==> config.mk <==
export PLATFORM = sky130hd
export DESIGN_NAME = secuencia_ctrl_flat
export DESIGN_NICKNAME = d
export VERILOG_FILES = /design/src/rtl/secuencia_pkg.sv /design/src/rtl/secuencia_ctrl_if.sv /design/src/rtl/seq_table.sv /design/src/rtl/secuencia_ctrl.sv /design/src/flat_wrapper.sv
export SDC_FILE = /design/constraint.sdc
export NUM_CORES = 1
export LEC_CHECK = 0
export ABC_AREA = 1
export CORE_MARGIN = 2
export CORE_UTILIZATION = 63
export DETAILED_ROUTE_END_ITERATION = 10
export PLACE_DENSITY = 0.85
export SLEW_MARGIN = 5
export SYNTH_ARGS = -nofsm -noshare
export SYNTH_HDL_FRONTEND = slang
export SYNTH_SLANG_ARGS = --single-unit
==> constraint.sdc <==
create_clock -name C -period 3.52 [get_ports C]
set_input_delay 0.704 -clock C [delete_from_list [all_inputs] [get_ports C]]
set_output_delay 0.704 -clock C [all_outputs]
set_load 0.02 [all_outputs]
==> src/rtl/secuencia_pkg.sv <==
// Shared types and constants for the arbitrary-sequence counter controller.
// The table entry layout is {valid, next_code}.
package secuencia_pkg;

  localparam int W     = 4;
  localparam int DEPTH = 2 ** W;

  typedef enum logic [2:0] {
    IDLE = 3'd0,
    RUN  = 3'd1,
    HOLD = 3'd2,
    DONE = 3'd3,
    ERR  = 3'd4
  } state_e;

  // The power-on table is a plain binary up-count that wraps at the top code.
  function automatic logic [W:0] default_entry(input logic [W-1:0] idx);
    logic [W-1:0] nxt;
    nxt = idx + 1'b1;
    return {1'b1, nxt};
  endfunction

endpackage

==> src/rtl/secuencia_ctrl_if.sv <==
// Host-side bundle of the sequencing controller: run control, table
// programming port and the observed sequence code/status.
interface secuencia_ctrl_if #(
  parameter int CW = 8
) ();
  import secuencia_pkg::*;

  logic          start;
  logic          stop;
  logic [W-1:0]  seed;
  logic [CW-1:0] steps;
  logic [W-1:0]  target;
  logic          use_target;
  logic          tbl_we;
  logic [W-1:0]  tbl_addr;
  logic [W:0]    tbl_data;
  logic [W-1:0]  Q;
  logic          busy;
  logic          done;
  logic          err;

  modport master (
    output start, stop, seed, steps, target, use_target,
    output tbl_we, tbl_addr, tbl_data,
    input  Q, busy, done, err
  );

  modport slave (
    input  start, stop, seed, steps, target, use_target,
    input  tbl_we, tbl_addr, tbl_data,
    output Q, busy, done, err
  );

endinterface

==> src/rtl/seq_table.sv <==
// Next-state table: DEPTH x (W+1) register file, synchronous write,
// combinational reads, synchronous reset back to the up-count table.
module seq_table
  import secuencia_pkg::*;
(
  input  logic         C,
  input  logic         R,
  input  logic         we,
  input  logic [W-1:0] waddr,
  input  logic [W:0]   wdata,
  input  logic [W-1:0] raddr_a,
  output logic [W:0]   rdata_a,
  input  logic [W-1:0] raddr_b,
  output logic         valid_b
);

  logic [W:0] tbl_q [DEPTH];
  logic [W:0] tbl_d [DEPTH];

  always_comb begin
    tbl_d = tbl_q;
    if (we) begin
      tbl_d[waddr] = wdata;
    end
  end

  // Reset wins over a coincident write.
  always_ff @(posedge C) begin
    if (R) begin
      for (int i = 0; i < DEPTH; i++) begin
        tbl_q[i] <= default_entry(W'(i));
      end
    end else begin
      tbl_q <= tbl_d;
    end
  end

  assign rdata_a = tbl_q[raddr_a];
  assign valid_b = tbl_q[raddr_b][W];

endmodule

==> src/rtl/secuencia_ctrl.sv <==
// Sequencing controller: loads a seed, walks the next-state table one
// transition per clock and stops on a step count, a target code or an illegal entry.
module secuencia_ctrl
  import secuencia_pkg::*;
#(
  parameter int CW = 8
) (
  input  logic           C,
  input  logic           R,
  secuencia_ctrl_if.slave bus
);

  state_e        state_q, state_d;
  logic [W-1:0]  q_q, q_d;
  logic [CW-1:0] cnt_q, cnt_d;

  logic [CW-1:0] cnt_inc;
  logic [W:0]    cur_entry;
  logic [W-1:0]  nxt;
  logic          cur_valid;
  logic          seed_valid;
  logic          go;
  logic          step_hit;
  logic          target_hit;

  seq_table u_table (
    .C       (C),
    .R       (R),
    .we      (bus.tbl_we),
    .waddr   (bus.tbl_addr),
    .wdata   (bus.tbl_data),
    .raddr_a (q_q),
    .rdata_a (cur_entry),
    .raddr_b (bus.seed),
    .valid_b (seed_valid)
  );

  assign cur_valid  = cur_entry[W];
  assign nxt        = cur_entry[W-1:0];
  assign cnt_inc    = cnt_q + 1'b1;
  assign go         = bus.start & ~bus.stop;
  assign step_hit   = (bus.steps != '0) && (cnt_inc == bus.steps);
  assign target_hit = bus.use_target && (nxt == bus.target);

  always_comb begin
    state_d = state_q;
    q_d     = q_q;
    cnt_d   = cnt_q;
    unique case (state_q)
      IDLE, DONE, ERR: begin
        if (go) begin
          q_d     = bus.seed;
          cnt_d   = '0;
          state_d = seed_valid ? RUN : ERR;
        end
      end
      RUN: begin
        if (bus.stop) begin
          state_d = HOLD;
        end else if (!cur_valid) begin
          state_d = ERR;
        end else begin
          q_d   = nxt;
          cnt_d = cnt_inc;
          if (step_hit || target_hit) begin
            state_d = DONE;
          end
        end
      end
      HOLD: begin
        // Resume does not advance; the first step after resume comes a cycle later.
        if (go) begin
          state_d = RUN;
        end
      end
      default: begin
        state_d = IDLE;
      end
    endcase
  end

  always_ff @(posedge C) begin
    if (R) begin
      state_q <= IDLE;
      q_q     <= '0;
      cnt_q   <= '0;
    end else begin
      state_q <= state_d;
      q_q     <= q_d;
      cnt_q   <= cnt_d;
    end
  end

  assign bus.Q    = q_q;
  assign bus.busy = (state_q == RUN) || (state_q == HOLD);
  assign bus.done = (state_q == DONE);
  assign bus.err  = (state_q == ERR);

endmodule
==> src/flat_wrapper.sv <==
// flat-port wrapper written by rule: the top's interface ports become plain ports
module secuencia_ctrl_flat import secuencia_pkg::*;
#(
  parameter int CW = 8
)
  (C, R, bus_start, bus_stop, bus_seed, bus_steps, bus_target, bus_use_target, bus_tbl_we, bus_tbl_addr, bus_tbl_data, bus_Q, bus_busy, bus_done, bus_err);
  secuencia_ctrl_if #(.CW(CW)) bus_i ();
  input  logic C;
  input  logic R;
  input wire logic [$bits(bus_i.start)-1:0] bus_start;
  input wire logic [$bits(bus_i.stop)-1:0] bus_stop;
  input wire logic [$bits(bus_i.seed)-1:0] bus_seed;
  input wire logic [$bits(bus_i.steps)-1:0] bus_steps;
  input wire logic [$bits(bus_i.target)-1:0] bus_target;
  input wire logic [$bits(bus_i.use_target)-1:0] bus_use_target;
  input wire logic [$bits(bus_i.tbl_we)-1:0] bus_tbl_we;
  input wire logic [$bits(bus_i.tbl_addr)-1:0] bus_tbl_addr;
  input wire logic [$bits(bus_i.tbl_data)-1:0] bus_tbl_data;
  output wire logic [$bits(bus_i.Q)-1:0] bus_Q;
  output wire logic [$bits(bus_i.busy)-1:0] bus_busy;
  output wire logic [$bits(bus_i.done)-1:0] bus_done;
  output wire logic [$bits(bus_i.err)-1:0] bus_err;
  assign bus_i.start = bus_start;
  assign bus_i.stop = bus_stop;
  assign bus_i.seed = bus_seed;
  assign bus_i.steps = bus_steps;
  assign bus_i.target = bus_target;
  assign bus_i.use_target = bus_use_target;
  assign bus_i.tbl_we = bus_tbl_we;
  assign bus_i.tbl_addr = bus_tbl_addr;
  assign bus_i.tbl_data = bus_tbl_data;
  assign bus_Q = bus_i.Q;
  assign bus_busy = bus_i.busy;
  assign bus_done = bus_i.done;
  assign bus_err = bus_i.err;
  secuencia_ctrl #(.CW(CW)) u_core (.C(C), .R(R), .bus(bus_i));
endmodule
==> reports/qor.yml <==
place:
  place_ws_ps: 981
  dp_cells: 871
  gp_congestion: 0.933
  numPortBuffers: 37
  place_area_mm2: 0.00535
  hpwlAfterDp_um: 9260
global_routing:
  gr-total-overflow: 0
  grt_max_degree: 74
  grt_pass1_vias: 4506
  grt_usage: 0.317
  grt_pass1_wl_um: 21700
  antenna_found_initial: 0
final_layout:
  num-nets-final: 812
  drive_gt1_frac: 0.0510
  final_core_utilization: 0.722
  antenna_cells: 0
  fin_area_mm2: 0.00555
  instances_no_fill: 887
  syn_to_final_growth_pct: 11.3
logic_synthesis:
  synth_area_leaders: "dfxtp_1 (38%), nand2_1 (13%), nand3_1 (8.6%), inv_1 (7.6%), o21ai_0 (6.7%)"
  ys_seq_elements: 95
  yosysWarnings: 0
  synth_adder_area_share: 0.00251
  syn_inst: 762
  synth-xor-area-share: 0.00527
  synthFlopType: "dfxtp_1"
  synth_edf_count: 0
  yosysTopAreaCell: "dfxtp_1"
  yosysSeqAreaShare: 0.381
  netlist_area_mm2: 0.00499
  syn-num-nets: 794
  synth-simple-area-share: 0.308
  yosys.area.top_type_share: 0.381
  synthMuxAreaShare: 0
  synthArstFlopShare: 0
  synth_commonest_cells: "nand2_1 (174), inv_1 (101), dfxtp_1 (95)"
  syn_avg_cell_area_um2: 6.54
  synth_cell_types: 32
  yosysMostFrequentCell: "nand2_1"
  synth_compound_area_frac: 0.185
  synth_top_family_by_area: "simple AND/OR/NAND/NOR gates"
timing:
  clock-skew-final_ps: 15.3
  period_minus_slack_ps: 2840
  tns_ps: 0
  setup_ws_ps: 680
  tightest_slew_ps: 812
  maxSlewHeadroom: 0.457
  holdWs_ps: 455
  rsz0062_at_grt: "false"
  max_freq_mhz: 352
  final-setup-viol-count: 0
  slew_violations: 0
  hold_viol: 0
  period_share: 0.807
drt:
  drcViolationCount: 0
  first_pass_iters: 6
  initialDrtViolationCount: 546
  routedWlPerCell_um: 15.1
  wirelength_um: 13400
  vias_per_cell: 5.78
  drtAntennaViolNets: 0
  vias: 5127
clocking:
  cts_root_buffer: "clkbuf_8"
  cts_hold_buffers: 0
  cts_max_level: 3
  cts_sinks: 95
  numCtsBuffers: 9
  clk_path_buf_depth: 2
  cts.repair.resized: 0
  clk_latency_ps: 380
  tritoncts: "yes"
  path_clk_slew_ps: 90
  postCtsSetupRepairBufs: 0
worst_setup_path:
  path_class: "flop to output pin"
  crit_family: "buffers and inverters"
  critPathLaunch: "u_core.state_q[0]"
  rr_startpoint: "u_core.bus.Q[0]"
  r2r_setup_slack_ps: 1200
  crit_end: "bus_busy"
  worstSetupEndpointType: "output pin"
  slowest_delay_ps: 610
  r2r_end: "u_core.bus.Q[0]"
  cp_slowest_cell: "clkdlybuf4s50_1"
  critPathBufInv: 4
  worstPathRequired_ps: 2820
  crit_fanout: 12
  cp-start-kind: "flop"
  cp.arrival_ps: 2140
  critical_path_depth: 6
  rr_worst_depth: 12
  path_cells: "inv_1, nor3_2, buf_4, clkinv_1, nand2_1, clkdlybuf4s50_1"
run:
  maxCapViolations: 0
floorplan:
  num_io_pins: 38
  die_h_um: 93.0
  core_mm2: 0.00769
  rows: 32
  die_area_mm2: 0.00864
  initial_core_util: 0.649
  die_w_um: 93.0
outcome:
  status: "finished clean"
power_and_ir_drop:
  finalPower_mw: 3.28
  p_leak_nw: 2.43
  ir_drop_uv: 350
  p_per_area_mw_per_mm2: 591
worst_hold_path:
  hp-class: "flop to flop"
  hold_path_depth: 2
-- tightest hold or removal path: cells and delay by family, from the launching register on --
family,cells,cell delay [ps]
flip-flops,1,300
buffers and inverters,1,60
AO/OA/AOI/OAI,1,50
-- per-layer routing --
metal  track usage  wire, um  share of wire
met5             0         0              0
met4         0.147       413          0.031
met3        0.0427      1330          0.099
met2         0.497      6070           0.45
met1         0.435      5620           0.42
-- layout make-up --
cell class	count	area (um2)
multi-input combinational	527	2490
clock buffer	12	165
inverter	103	389
sequential	95	1900
fill	639	2140
clock inverter	4	33.8
timing repair buffer	44	435
tap	102	128
-- placed cells by master (no fill, tap or decap), types with 12 or more instances in the layout --
cell	instances
a21oi_1	57
clkbuf_8	12
clkdlybuf4s50_1	37
dfxtp_1	94
inv_1	100
nand2_1	174
nand3_1	86
nor2_1	70
o211ai_1	27
o21ai_0	67
-- cells by family (layout without fill, tap and decap cells) --
group                      after synthesis  in the layout
and+or+nand+nor                        357            357
AOI/OAI and AO/OA                      166            166
buffers and inverters                  140            163
DFF                                     95             95
xor gates and xnor gates                 3              3
adders and majority gates                1              1
-- sequential cells by signal (all words and copies together) (netlist names) --
register and flops:
u_core.u_table.tbl_q 80, u_core.state_q 3, u_core.cnt_q 8, u_core.bus.Q 4
-- worst min-delay path by stage --
stage	endpoint	slack, ps	startpoint
6_report	u_core.u_table.tbl_q[67]	450	u_core.u_table.tbl_q[67]
5_1_grt	u_core.u_table.tbl_q[27]	470	u_core.u_table.tbl_q[27]
4_1_cts	u_core.u_table.tbl_q[67]	450	u_core.u_table.tbl_q[67]
3_5_place_dp	u_core.u_table.tbl_q[77]	440	u_core.u_table.tbl_q[77]
3_3_place_gp	u_core.u_table.tbl_q[16]	430	u_core.u_table.tbl_q[16]
2_1_floorplan	u_core.u_table.tbl_q[56]	420	u_core.u_table.tbl_q[56]
-- power breakdown --
part,switching (mW),internal (mW),leakage [nW]
clock,0.405,0.323,0.100
combinational,0.858,0.443,1.56
sequential,0.100,1.15,0.773
Note: power is estimated with default switching activity, not from simulation.
